**src/rtl/tour_move_sequencer.sv**
```systemverilog
// rtl/tour_move_sequencer.sv - splits each one-hot knight move into vertical and horizontal leg commands
module tour_move_sequencer #(
  parameter int NUM_MOVES = 24,
  parameter int IDX_W     = 5
) (
  input  logic             clk,
  input  logic             rst,
  input  logic             start_tour,
  input  logic [7:0]       move,
  output logic [IDX_W-1:0] mv_indx,
  output logic [15:0]      cmd,
  output logic             cmd_rdy,
  input  logic             clr_cmd_rdy,
  input  logic             send_resp,
  output logic             tour_active,
  output logic [7:0]       resp,
  output logic             tour_err
);

  typedef enum logic [2:0] {IDLE, VERT, VWAIT, HORZ, HWAIT} state_t;

  localparam logic [3:0] OP_MOVE     = 4'b0010;
  localparam logic [3:0] OP_FANFARE  = 4'b0011;
  localparam logic [7:0] HDG_N       = 8'h00;
  localparam logic [7:0] HDG_W       = 8'h3F;
  localparam logic [7:0] HDG_S       = 8'h7F;
  localparam logic [7:0] HDG_E       = 8'hBF;
  localparam logic [7:0] RESP_MID    = 8'h5A;
  localparam logic [7:0] RESP_DONE   = 8'hA5;
  localparam logic [IDX_W-1:0] LAST_IDX = IDX_W'(NUM_MOVES - 1);

  state_t           state_q, state_d;
  logic [IDX_W-1:0] mv_indx_d;
  logic [15:0]      cmd_d;
  logic             cmd_rdy_d;
  logic             tour_active_d;
  logic [7:0]       resp_d;
  logic             tour_err_d;
  logic [15:0]      hcmd_q, hcmd_d;

  // Move decode: legal moves map to a (vertical, horizontal) command pair;
  // anything that is not exactly one-hot is flagged as illegal.
  logic        move_ok;
  logic [15:0] vert_cmd;
  logic [15:0] horz_cmd;

  // Decode the current move into its two leg commands
  always_comb begin
    move_ok  = 1'b1;
    vert_cmd = 16'h0000;
    horz_cmd = 16'h0000;
    case (move)
      8'h01: begin vert_cmd = {OP_MOVE, HDG_N, 4'd2}; horz_cmd = {OP_FANFARE, HDG_E, 4'd1}; end
      8'h02: begin vert_cmd = {OP_MOVE, HDG_N, 4'd2}; horz_cmd = {OP_FANFARE, HDG_W, 4'd1}; end
      8'h04: begin vert_cmd = {OP_MOVE, HDG_N, 4'd1}; horz_cmd = {OP_FANFARE, HDG_W, 4'd2}; end
      8'h08: begin vert_cmd = {OP_MOVE, HDG_S, 4'd1}; horz_cmd = {OP_FANFARE, HDG_W, 4'd2}; end
      8'h10: begin vert_cmd = {OP_MOVE, HDG_S, 4'd2}; horz_cmd = {OP_FANFARE, HDG_W, 4'd1}; end
      8'h20: begin vert_cmd = {OP_MOVE, HDG_S, 4'd2}; horz_cmd = {OP_FANFARE, HDG_E, 4'd1}; end
      8'h40: begin vert_cmd = {OP_MOVE, HDG_S, 4'd1}; horz_cmd = {OP_FANFARE, HDG_E, 4'd2}; end
      8'h80: begin vert_cmd = {OP_MOVE, HDG_N, 4'd1}; horz_cmd = {OP_FANFARE, HDG_E, 4'd2}; end
      default: move_ok = 1'b0;
    endcase
  end

  // State and output registers
  always_ff @(posedge clk) begin
    if (rst) begin
      state_q     <= IDLE;
      mv_indx     <= '0;
      cmd         <= 16'h0000;
      cmd_rdy     <= 1'b0;
      tour_active <= 1'b0;
      resp        <= RESP_DONE;
      tour_err    <= 1'b0;
      hcmd_q      <= 16'h0000;
    end else begin
      state_q     <= state_d;
      mv_indx     <= mv_indx_d;
      cmd         <= cmd_d;
      cmd_rdy     <= cmd_rdy_d;
      tour_active <= tour_active_d;
      resp        <= resp_d;
      tour_err    <= tour_err_d;
      hcmd_q      <= hcmd_d;
    end
  end

  // Next-state and next-output logic; registers hold unless a state acts
  always_comb begin
    state_d       = state_q;
    mv_indx_d     = mv_indx;
    cmd_d         = cmd;
    cmd_rdy_d     = cmd_rdy;
    tour_active_d = tour_active;
    resp_d        = resp;
    tour_err_d    = 1'b0;
    hcmd_d        = hcmd_q;

    case (state_q)
      IDLE: begin
        if (start_tour) begin
          mv_indx_d     = '0;
          tour_active_d = 1'b1;
          state_d       = VERT;
        end
      end

      VERT: begin
        if (!move_ok) begin
          tour_err_d    = 1'b1;
          tour_active_d = 1'b0;
          state_d       = IDLE;
        end else begin
          cmd_d     = vert_cmd;
          hcmd_d    = horz_cmd;
          cmd_rdy_d = 1'b1;
          state_d   = VWAIT;
        end
      end

      VWAIT: begin
        if (clr_cmd_rdy) cmd_rdy_d = 1'b0;
        if (send_resp) begin
          resp_d  = RESP_MID;
          state_d = HORZ;
        end
      end

      HORZ: begin
        // Horizontal leg was captured alongside the vertical one so a
        // solver memory change mid-move cannot split the knight move.
        cmd_d     = hcmd_q;
        cmd_rdy_d = 1'b1;
        state_d   = HWAIT;
      end

      HWAIT: begin
        if (clr_cmd_rdy) cmd_rdy_d = 1'b0;
        if (send_resp) begin
          if (mv_indx == LAST_IDX) begin
            resp_d        = RESP_DONE;
            tour_active_d = 1'b0;
            state_d       = IDLE;
          end else begin
            resp_d    = RESP_MID;
            mv_indx_d = mv_indx + IDX_W'(1);
            state_d   = VERT;
          end
        end
      end

      default: state_d = IDLE;
    endcase
  end

endmodule
```
**config.mk**
```make
export PLATFORM = sky130hd
export DESIGN_NAME = tour_move_sequencer
export DESIGN_NICKNAME = d
export VERILOG_FILES = /design/src/rtl/tour_move_sequencer.sv
export SDC_FILE = /design/constraint.sdc
export NUM_CORES = 1
export LEC_CHECK = 0
export CAP_MARGIN = 5
export CORE_ASPECT_RATIO = 1.75
export CORE_MARGIN = 5
export CORE_UTILIZATION = 30
export CTS_CLUSTER_SIZE = 16
export DETAILED_ROUTE_END_ITERATION = 8
export GPL_ROUTABILITY_DRIVEN = 1
export RECOVER_POWER = 25
export SETUP_SLACK_MARGIN = 0.4
export SLEW_MARGIN = 10
export SYNTH_ARGS = -nofsm -noshare
export SYNTH_HDL_FRONTEND = slang
export SYNTH_SLANG_ARGS = --single-unit
```
**constraint.sdc**
```tcl
create_clock -name clk -period 1.9 [get_ports clk]
set_input_delay 0.57 -clock clk [delete_from_list [all_inputs] [get_ports clk]]
set_output_delay 0.57 -clock clk [all_outputs]
set_load 0.05 [all_outputs]
```
==> flow_summary.ini <==
[cts]
cts_sinks = 24
cts-htree-levels = 1
clk_pin_slew_ns = 0.09
cts_buffer_depth = 2
insertion_delay_ns = 0.27
cts_tree = done
cts_root_buf = clkbuf_8
cts_buffers = 3

[logic_synthesis]
synth_cells = 163
synth_top_area_share_pct = 34.9
synth-xor-area-share_pct = 4.46
avgSynthCellArea_um2 = 8.44
synth_top_area_cell = dfxtp_1
synth_top_family_by_area = simple AND/OR/NAND/NOR gates
ys_seq_elements = 24
synth_edf_count = 0
synth_cell_type_count = 50
ys_top_cells_by_area = dfxtp_1 (35%), buf_4 (8.2%), nor2_1 (5.5%)
synth_adder_area_share_pct = 0.910
synth_compound_area_share_pct = 16.2
synthSimpleGateAreaFrac_pct = 28.7
async_reset_ff_share_pct = 0
synth.yosys.seq_area_share_pct = 34.9
yosys_warnings = 0
syn_area_um2 = 1380
synth-main-ff-cell = dfxtp_1
synth.area.mux_share_pct = 1.82

[placed_design]
place_area_um2 = 1840
place_congestion = 0.789
dp_hpwl_mm = 2.71
io_buffers = 40

[route]
drtAntennaViolNets = 0
vias_per_cell = 4.94
wl_mm = 3.57
drc = 0
drtIter0Drc = 9
via_count = 1340
wl_per_cell_um = 13.2
drtPass1Iterations = 4

[sta]
hold_viol_final = 0
setup_viol = 0
finalWorstPathRequiredPeriod_ns = 1.70
slew_viol_final = 0
finalSetupTns_ns = 0
hold_slack_ns = 0.458
tightest_slew_ns = 0.610
period_share_pct = 89.2
slew_headroom_pct = 59.5
fin_skew_ns = 0.00916
rsz0062_at_grt = yes
fmax_mhz = 590

[power]
ir_drop_mv = 0.293
power_density_nw_per_um2 = 509
power.leakage_uw = 0.000821
design_power_total_uw = 1030

[outcome]
outcome = finished, final reports clean

[floorplanning]
fp.dieH_um = 99.6
die_area_um2 = 6090
num_rows = 32
core_area_um2 = 4440
num_io_pins = 45
dieWidth_um = 61.2
start_util_pct = 30.9

[setup_path]
worstSetupPathType = in -> reg
worst-path-buf-inv = 1
cp.required_ns = 2.06
worstPathArrival_ns = 1.85
crit_slowest_cell = a32oi_4
worst-path-max-fanout = 5
crit_chain = buf_12, xor2_2, a211o_1, a32oi_4, nor2_4, mux2_4
cpPeakStageDelay_ns = 0.33
cp_top_family = compound AO/OA/AOI/OAI gates
worst_setup_path_start_kind = primary input
end_kind = flop

[finish]
fin_nets = 235
fill_cells = 455
final_common_cell = buf_4
syn_to_final_growth_pct = 47.6
final_util_pct = 45.7
regArea_um2 = 492
multiInputGateArea_um2 = 850
n_antenna_cell = 0
final_layout_size_suffix_gt1_share_pct = 42.7
layout_common_cells = buf_4 (48), nor2_1 (18), dfxtp_1 (17)
finalInstanceArea_um2 = 2030

[run]
drv_cap = 0

[global_route]
grtUsageTotal_pct = 12.6
first_global_vias = 1311
grt-ovfl-total = 0
antenna_found_initial = 0
grt_first_pass_wirelength_mm = 5.98
grt_max_degree = 18

[hold_path]
worstHoldPathType = reg -> reg
sequential cells by signal, summed over array words and instances (netlist names):
signal and flops:
hcmd_q 4, resp 2, tour_active 1, cmd 7, tour_err 1, cmd_rdy 1
mv_indx 5, state_q 3
what timing repair did:
| action | CTS | global route |
|---|---|---|
| hold buffers | 0 | 0 |
| endpoints found under the setup margin | 21 | 23 |
| pin swaps | 9 | 10 |
| buffers inserted | 7 | 4 |
| resized for setup | 49 | 23 |
per-layer routing:
layer | vias to the layer above | global-route usage (%) | wire [um]
met4 | 0 | 6.01 | 63
met5 | - | 0 | 0
met3 | 4 | 1.30 | 199
li1 | 671 | - | -
met2 | 30 | 23.2 | 2050
met1 | 635 | 13.3 | 1260
power breakdown:
part           internal, uW  leakage, uW  switching, uW  total [uW]
registers               506     0.000197           3.24         510
clock network           150    0.0000228            166         316
logic                  92.7     0.000601            116         208
path summary, 6_finish.rpt:
path | from | to | slack, ns | cells after the start
worst max-delay path | move[7] | hcmd_q[11] | 0.20 | 6
worst min-delay path | hcmd_q[1] | hcmd_q[1] | 0.46 | 2
worst max register to register | mv_indx[0] | mv_indx[3] | 0.23 | 6
worst min register to register | hcmd_q[1] | hcmd_q[1] | 0.46 | 2
tightest hold or removal path, stage by stage (launching register included):
cell and delay (ns):
dfxtp_1 0.32, nand2_1 0.05, a21oi_1 0.05
synth_stat cells (all sizes together), types with 2 or more instances:
cell    instances
o21ai           4
clkbuf          6
o211ai          2
xor2            6
nand3b          5
a21oi           8
nor2b           2
or2             2
or4             3
nor4b           3
nand4           2
dfxtp          24
nor2           21
nor3            3
o22ai           2
nand3           5
inv             3
a31oi           3
nand2b          4
nand2          14
buf            18
a221oi          2
area by class of cell:
class	count	area share [%]
Tap cell	51	3.14
Inverter	3	0.555
Multi-Input combinational cell	115	41.9
Clock buffer	4	2.22
Timing Repair Buffer	74	28.0
Sequential cell	24	24.2
stage by stage:
step | worst slack [ns] | std cells
after detailed placement | -0.457 | 256
after floorplan | 0.000641 | 166
after global routing | 0.170 | 271
final | 0.205 | 271
after CTS | 0.215 | 267
after global placement | -0.429 | 256
logic make-up after synthesis:
logic type,count (synthesis)
flops,24
simple gates,72
other cells,1
xor+xnor,7
mux,2
fa+ha+maj,1
buf+inv,27
compound gates,29
Note: power is estimated with default switching activity, not from simulation.
